--- config.mk ---
export PLATFORM = sky130hd
export DESIGN_NAME = corelet_ctrl
export DESIGN_NICKNAME = d
export VERILOG_FILES = /design/src/rtl/corelet_ctrl.sv
export SDC_FILE = /design/constraint.sdc
export NUM_CORES = 1
export LEC_CHECK = 0
export CAP_MARGIN = 5
export CORE_MARGIN = 8
export CORE_UTILIZATION = 50
export DETAILED_ROUTE_END_ITERATION = 10
export PLACE_DENSITY = 0.65
export SETUP_SLACK_MARGIN = 0.4
export SYNTH_ARGS = -nofsm -noshare
export SYNTH_HDL_FRONTEND = slang
export SYNTH_SLANG_ARGS = --single-unit
--- constraint.sdc ---
create_clock -name clk -period 16.37 [get_ports clk]
set_input_delay 4.0925 -clock clk [delete_from_list [all_inputs] [get_ports clk]]
set_output_delay 4.0925 -clock clk [all_outputs]
set_load 0.02 [all_outputs]
--- src/rtl/corelet_ctrl.sv ---
// corelet_ctrl: start/done sequencer for one convolution tile on the corelet.
// Stages xmem into L0, loads/executes the array, drains psums to pmem, then accumulates via SFP.
module corelet_ctrl #(
  parameter int unsigned row      = 8,
  parameter int unsigned col      = 8,
  parameter int unsigned in_w     = 6,
  parameter int unsigned k_w      = 3,
  parameter int unsigned load_lat = row + col,
  parameter int unsigned xaddr_bw = 11,
  parameter int unsigned paddr_bw = 11
) (
  input  logic                clk,
  input  logic                reset,
  input  logic                start,
  output logic                busy,
  output logic                done,
  input  logic                l0_full,
  input  logic                ofifo_valid,
  output logic                xmem_cen,
  output logic                xmem_wen,
  output logic [xaddr_bw-1:0] xmem_addr,
  output logic                l0_wr,
  output logic                l0_rd,
  output logic                load,
  output logic                execute,
  output logic                ofifo_rd,
  output logic                pmem_cen,
  output logic                pmem_wen,
  output logic [paddr_bw-1:0] pmem_addr,
  output logic                acc,
  output logic                sfp_clr,
  output logic                relu
);

  localparam int unsigned CW = 16;
  localparam logic [CW-1:0] c_col   = CW'(col);
  localparam logic [CW-1:0] c_in_w  = CW'(in_w);
  localparam logic [CW-1:0] c_k_w   = CW'(k_w);
  localparam logic [CW-1:0] c_out_w = CW'(in_w - k_w + 1);
  localparam logic [CW-1:0] n_len   = CW'(in_w * in_w);
  localparam logic [CW-1:0] k_len   = CW'(k_w * k_w);
  localparam logic [CW-1:0] o_len   = CW'((in_w - k_w + 1) * (in_w - k_w + 1));
  localparam logic [CW-1:0] c_lat   = CW'(load_lat);
  localparam logic [CW-1:0] one     = CW'(1);

  localparam logic [3:0] StIdle  = 4'd0;
  localparam logic [3:0] StWL0   = 4'd1;
  localparam logic [3:0] StKLoad = 4'd2;
  localparam logic [3:0] StAL0   = 4'd3;
  localparam logic [3:0] StExec  = 4'd4;
  localparam logic [3:0] StDrain = 4'd5;
  localparam logic [3:0] StAcc   = 4'd6;
  localparam logic [3:0] StWrite = 4'd7;
  localparam logic [3:0] StDone  = 4'd8;

  logic [3:0]    state_q, state_d;
  logic [CW-1:0] kij_q, kij_d, idx_q, idx_d, o_q, o_d;
  logic [CW-1:0] kx_q, kx_d, ky_q, ky_d, ox_q, ox_d, oy_q, oy_d;
  logic          pend_q, pend_d;
  logic [CW-1:0] rows, xbase;
  logic          stall;

  always_ff @(posedge clk or posedge reset) begin
    if (reset) begin
      state_q <= StIdle;
      kij_q   <= '0;
      idx_q   <= '0;
      o_q     <= '0;
      kx_q    <= '0;
      ky_q    <= '0;
      ox_q    <= '0;
      oy_q    <= '0;
      pend_q  <= 1'b0;
    end else begin
      state_q <= state_d;
      kij_q   <= kij_d;
      idx_q   <= idx_d;
      o_q     <= o_d;
      kx_q    <= kx_d;
      ky_q    <= ky_d;
      ox_q    <= ox_d;
      oy_q    <= oy_d;
      pend_q  <= pend_d;
    end
  end

  // pend_q: the row read last cycle is on the xmem output and still owed to L0
  always_comb begin
    rows  = (state_q == StWL0) ? c_col : n_len;
    xbase = (state_q == StWL0) ? n_len + kij_q * c_col : '0;
    stall = pend_q & l0_full;
  end

  always_comb begin
    state_d   = state_q;
    kij_d     = kij_q;
    idx_d     = idx_q;
    o_d       = o_q;
    kx_d      = kx_q;
    ky_d      = ky_q;
    ox_d      = ox_q;
    oy_d      = oy_q;
    pend_d    = pend_q;
    busy      = (state_q != StIdle);
    done      = 1'b0;
    xmem_cen  = 1'b1;
    xmem_wen  = 1'b1;
    xmem_addr = '0;
    l0_wr     = 1'b0;
    l0_rd     = 1'b0;
    load      = 1'b0;
    execute   = 1'b0;
    ofifo_rd  = 1'b0;
    pmem_cen  = 1'b1;
    pmem_wen  = 1'b1;
    pmem_addr = '0;
    acc       = 1'b0;
    sfp_clr   = 1'b0;
    relu      = 1'b0;
    case (state_q)
      StIdle: begin
        if (start) begin
          state_d = StWL0;
          kij_d   = '0;
          idx_d   = '0;
          pend_d  = 1'b0;
        end
      end
      StWL0, StAL0: begin
        l0_wr = pend_q & ~l0_full;
        if (stall) begin
          // re-read the owed row so the SRAM output still carries it next cycle
          xmem_cen  = 1'b0;
          xmem_addr = xaddr_bw'(xbase + idx_q - one);
        end else if (idx_q != rows) begin
          xmem_cen  = 1'b0;
          xmem_addr = xaddr_bw'(xbase + idx_q);
          idx_d     = idx_q + one;
          pend_d    = 1'b1;
        end else begin
          pend_d = 1'b0;
          if (pend_q) begin
            idx_d   = '0;
            state_d = (state_q == StWL0) ? StKLoad : StExec;
          end
        end
      end
      StKLoad: begin
        load  = 1'b1;
        l0_rd = (idx_q < c_col);
        idx_d = idx_q + one;
        if (idx_q == c_lat - one) begin
          idx_d   = '0;
          state_d = StAL0;
        end
      end
      StExec: begin
        l0_rd   = 1'b1;
        execute = 1'b1;
        idx_d   = idx_q + one;
        if (idx_q == n_len - one) begin
          idx_d   = '0;
          state_d = StDrain;
        end
      end
      StDrain: begin
        if (ofifo_valid) begin
          ofifo_rd  = 1'b1;
          pmem_cen  = 1'b0;
          pmem_wen  = 1'b0;
          pmem_addr = paddr_bw'(kij_q * n_len + idx_q);
          idx_d     = idx_q + one;
          if (idx_q == n_len - one) begin
            idx_d = '0;
            if (kij_q == k_len - one) begin
              kij_d   = '0;
              o_d     = '0;
              ox_d    = '0;
              oy_d    = '0;
              kx_d    = '0;
              ky_d    = '0;
              state_d = StAcc;
            end else begin
              kij_d   = kij_q + one;
              state_d = StWL0;
            end
          end
        end
      end
      StAcc: begin
        // step 0 clears, steps 1..len_kij read, acc trails each read by one cycle
        sfp_clr = (idx_q == '0);
        acc     = (idx_q >= CW'(2));
        if (idx_q != '0 && idx_q <= k_len) begin
          pmem_cen  = 1'b0;
          pmem_addr = paddr_bw'(kij_q * n_len + (oy_q + ky_q) * c_in_w + ox_q + kx_q);
          kij_d     = kij_q + one;
          if (kx_q == c_k_w - one) begin
            kx_d = '0;
            ky_d = (ky_q == c_k_w - one) ? '0 : ky_q + one;
          end else begin
            kx_d = kx_q + one;
          end
        end
        if (idx_q == k_len + one) begin
          idx_d   = '0;
          state_d = StWrite;
        end else begin
          idx_d = idx_q + one;
        end
      end
      StWrite: begin
        pmem_cen  = 1'b0;
        pmem_wen  = 1'b0;
        relu      = 1'b1;
        pmem_addr = paddr_bw'(k_len * n_len + o_q);
        kij_d     = '0;
        kx_d      = '0;
        ky_d      = '0;
        if (o_q == o_len - one) begin
          state_d = StDone;
        end else begin
          o_d     = o_q + one;
          state_d = StAcc;
          if (ox_q == c_out_w - one) begin
            ox_d = '0;
            oy_d = oy_q + one;
          end else begin
            ox_d = ox_q + one;
          end
        end
      end
      StDone: begin
        done    = 1'b1;
        state_d = StIdle;
      end
      default: state_d = StIdle;
    endcase
  end

endmodule

**Word level (Yosys, flattened, before mapping)**

Index checks and enable logic that the tools add are counted.

- Add/subtract/negate cells: 16
- Multiply operators: 2
- Div/mod/pow operators: 0
- Magnitude comparators: 3
- Equality and inequality tests: 32
- Shift operators: 0
- Mux-type cells: 74
- Bitwise operators: 3
- Reductions and logical operators: 19

Operators with widths:

| operator | number |
|---|---|
| $mux 16 | 25 |
| $add 16x1->16 const B | 7 |
| $pmux 16 s2 | 3 |
| $pmux 16 s3 | 2 |
| $pmux 16 s6 | 1 |
| $mux 11 | 6 |
| $eq 16x4->1 const B | 4 |
| $pmux 16 s4 | 1 |
| $add 11x11->11 | 5 |
| $eq 16x2->1 const B | 3 |
| $mux 4 | 10 |
| $pmux 11 s3 | 1 |
| $ne 2x2->1 const B | 14 |
| $pmux 4 s7 | 1 |
| $reduce_and 5->1 | 4 |
| $mux 1 | 17 |
| $add 16x16->16 | 1 |
| $eq 16x6->1 const B | 1 |
| $eq 4x3->1 const B | 4 |
| $ge 16x2->1 const B | 1 |
| $le 16x4->1 const B | 1 |
| $logic_not 16->1 | 1 |
| $lt 16x4->1 const B | 1 |
| $mul 16x2->10 const B | 1 |
| other kinds (26) | 34 |

- Register bits after elaboration: 117
- Latch bits: 0
- Memory bits (writable): 0
- Memory bits (read-only): 0
- Output and inout bits: 36
- Word-level logic and storage cells: 158
- Memories: 0

**Logic depth before layout (Yosys ltp)**

- Word-level depth: 7
- Gate-level depth with buffers: 21

**Worst setup path before layout**

No wires, ideal clock.

- Path kind: input to output
- Start: input l0_full
- End: output xmem_addr[9]
- Data arrival time: 5.695 ns
- Setup slack: 6.583 ns
- Cell stages on the path: 8
- Buffers on the path: 0
- Cell sequence: nand2_1 -> or4_1 -> nor3_1 -> nand2_1 -> nor2_1 -> nand3_1 -> or2_0 -> a21oi_1

- Word-level cells in the longest chain between the ends: 3

RTL lines:

| element | line | RTL |
|---|---|---|
| start, declared | 17 | `input logic l0_full,` |
| $and 1x1->1 | 91 | `stall = pend_q & l0_full;` |
| $mux 11 | 131 | `if (stall) begin` |
| $mux 11 | 120 | `case (state_q)` |
| end, declared | 21 | `output logic [xaddr_bw-1:0] xmem_addr,` |

Every way passes these cells.

**Worst setup path after layout**

Ends and elaborated chain as after synthesis.

==> results.yml <==
route:
  routed_via_density: 5.83
  drc: 0
  ant_nets: 0
  wl_per_cell_um: 17.5
  drtIter0Drc: 557
  routed_wl_um: 24300
  routed-via-count: 8118
  first_pass_iters: 8
floorplan:
  start_util: 0.507
  die_width_um: 153
  num_io_pins: 41
  die-area_um2: 23500
  die_y_um: 153
  core_um2: 18600
  row_count: 50
synth:
  syn-mean-instance-area_um2: 8.21
  ys_seq_elements: 111
  ys_warn_count: 0
  seq_area_frac_synth: 0.295
  synth_cell_type_count: 75
  synth-edff-count: 0
  synth_nets: 1243
  synthesis.instances: 1147
  async_reset_ff_frac: 1.00
  syn_area_um2: 9420
  synth-main-ff-cell: "dfrtp_1"
run_status:
  status: "finished clean"
grt:
  grt_pass1_vias: 7861
  antenna_found_initial: 0
  grt_max_degree: 69
  grt_pass1_wl_um: 40800
  grt_overflow: 0
  track_usage: 0.212
clock_network:
  clock-sinks: 111
  clock-root-buffer: "clkbuf_16"
  htreeDepth: 3
  cts-buffers-inserted: 9
  ctsResizeCount: 0
  ctsHoldBuffers: 0
  cts_buffer_depth: 2
  tritoncts: "done"
  post_cts_buffers: 0
  path_clk_slew_ns: 0.08
  clk_latency_ns: 0.36
critical_path:
  crit_start: "l0_full"
  endpoint_kind: "primary output"
  cp-start-kind: "input pin"
  critical_path_class: "in2out"
  worstPathArrival_ns: 6.82
  crit_fanout: 4
  reg2reg_depth: 7
  cp_data_required_time_ns: 12.28
  r2r-start: "idx_q[9]$_DFFE_PP0P_"
  crit_path_end: "xmem_addr[9]"
  regToRegEndpoint: "ky_q[9]$_DFFE_PP0P_"
  reg2reg_slack_ns: 12.82
sta:
  finalMaxSlewViolations: 0
  finalCritPeriodShare: 0.667
  period_minus_slack_ns: 10.92
  slew_headroom: 0.423
  tightest_slew_ns: 0.866
  setup_viol: 0
  hold_viol_final: 0
  fin_tns_setup_ns: 0
  rsz0062_at_grt: "no"
  hold_slack_ns: 0.494
  max_freq_ghz: 0.0916
  skew_ns: 0.0104
pwr:
  power_frac_comb: 0.453
  switchingPower_uw: 464
  seq_power_share: 0.311
  leakage_uw: 0.00477
  power.share.clock: 0.236
  pwr_density_cell_nw_per_um2: 104
  p_int_uw: 607
  swShare: 0.434
  ir_drop_mv: 0.0800
finish:
  nFillCells: 1746
  finalNetCount: 1253
  area_growth_pct: 9.37
  final_cell_mix: "nor2_1 (117), dfrtp_1 (111), nand2_1 (102)"
  antenna_cells: 0
  drive_above_1_share: 0.0362
  final_common_cell: "nor2_1"
hold_path:
  hp-class: "reg2reg"
job:
  maxCapViolations: 0
placed_design:
  dp_hpwl_um: 18100
  io_buffers: 39
  gp_congestion: 0.858
==> Yosys cell counts (3+ instances only) <==
library cell	n	area (µm²)
a211oi_1	3	22.5
a21o_1	17	128
a21oi_1	49	245
a221oi_1	3	26.3
a222oi_1	3	30.0
a22oi_1	5	37.5
a31o_1	3	26.3
a31oi_1	8	50.1
and2_1	6	37.5
and3_1	36	225
and4_1	4	35.0
buf_2	3	15.0
clkbuf_1	43	161
dfrtp_1	111	2780
fa_1	23	460
ha_1	68	851
inv_1	66	248
inv_2	6	22.5
mux2i_1	7	70.1
nand2_1	102	383
nand2b_1	17	106
nand3_1	46	230
nand4_1	14	87.6
nor2_1	117	439
nor2b_1	23	144
nor3_1	23	115
nor3b_1	5	37.5
nor4_1	16	100
nor4_2	3	37.5
nor4b_1	5	43.8
o21a_1	7	52.6
o21ai_0	32	160
o21ai_1	94	470
o21bai_1	5	37.5
o22ai_1	4	25.0
o31ai_1	23	173
or2_0	3	18.8
or3_1	11	68.8
or4_1	4	30.0
xnor2_1	55	482
xor2_1	35	307
==> routing by layer <==
metal,vias to the layer above,GRT usage,share of wire
met5,-,0,0
met4,0,0.0561,0.021
li1,4065,-,-
met1,3853,0.287,0.47
met3,32,0.0347,0.037
met2,168,0.346,0.47
==> through the flow <==
stage,instance area (µm²),setup WS (ns),power [µW],cells,util
after floorplan,9420,6.58,663,1147,-
after global placement,9980,5.51,818,1380,0.537
after detailed placement,9980,5.45,819,1380,0.537
after CTS,10300,5.44,1080,1393,0.554
after global routing,10300,5.21,1140,1393,0.554
final,10300,5.46,1070,1393,0.554
==> registers in the layout (all words and copies together) (netlist names) <==
name	count
pend_q	1
oy_q	10
ky_q	16
o_q	16
kx_q	16
state_q	4
ox_q	16
idx_q	16
kij_q	16
==> worst max-delay path: stages <==
cell	delay (ns)
clkdlybuf4s50_1	0.52
nand2_1	0.13
or4_1	0.47
nor3_1	0.23
nand2_1	0.10
nor2_1	0.17
nand3_1	0.10
or2_0	0.21
a21oi_1	0.17
clkdlybuf4s50_1	0.63
==> area by class of cell <==
class / count / area, µm² / share of cell area
Sequential cell: 111 / 2780 / 0.270
Tap cell: 234 / 293 / 0.0284
Inverter: 72 / 273 / 0.0265
Timing Repair Buffer: 46 / 443 / 0.0430
Clock inverter: 4 / 97.6 / 0.00948
Clock buffer: 9 / 225 / 0.0219
Multi-Input combinational cell: 917 / 6190 / 0.601
==> power by group through the flow <==
stage | clock network (µW) | logic, µW | registers (µW)
finish | 253 | 485 | 333
global placement | 0 | 480 | 338
global route | 266 | 537 | 337
floorplan | 0 | 349 | 314
detailed placement | 0 | 481 | 337
CTS | 259 | 484 | 332
==> worst min path at each step <==
| stage | from | end | slack [ns] | depth (start not counted) |
|---|---|---|---|---|
| 2_1_floorplan | o_q[15]$_DFFE_PP0P_ | o_q[15]$_DFFE_PP0P_ | 0.44 | 1 |
| 3_3_place_gp | o_q[15]$_DFFE_PP0P_ | o_q[15]$_DFFE_PP0P_ | 0.47 | 1 |
| 3_5_place_dp | o_q[15]$_DFFE_PP0P_ | o_q[15]$_DFFE_PP0P_ | 0.48 | 1 |
| 4_1_cts | o_q[15]$_DFFE_PP0P_ | o_q[15]$_DFFE_PP0P_ | 0.50 | 1 |
| 5_1_grt | o_q[15]$_DFFE_PP0P_ | o_q[15]$_DFFE_PP0P_ | 0.52 | 1 |
| 6_report | o_q[15]$_DFFE_PP0P_ | o_q[15]$_DFFE_PP0P_ | 0.49 | 1 |
==> cell families (layout without fill, tap and decap cells) <==
logic type | count (synthesis) | in the layout | share of synthesized area
AO/OA/AOI/OAI | 275 | 275 | 0.177
XOR/XNOR | 91 | 91 | 0.0861
adder cells (fa/ha/maj) | 91 | 91 | 0.139
buffers and inverters | 119 | 131 | 0.0482
flip-flops | 111 | 111 | 0.295
multiplexers | 9 | 9 | 0.00983
other | 1 | 1 | 0.000398
AND/OR/NAND/NOR | 450 | 450 | 0.244
No activity file was read; power rests on OpenSTA's default activity.
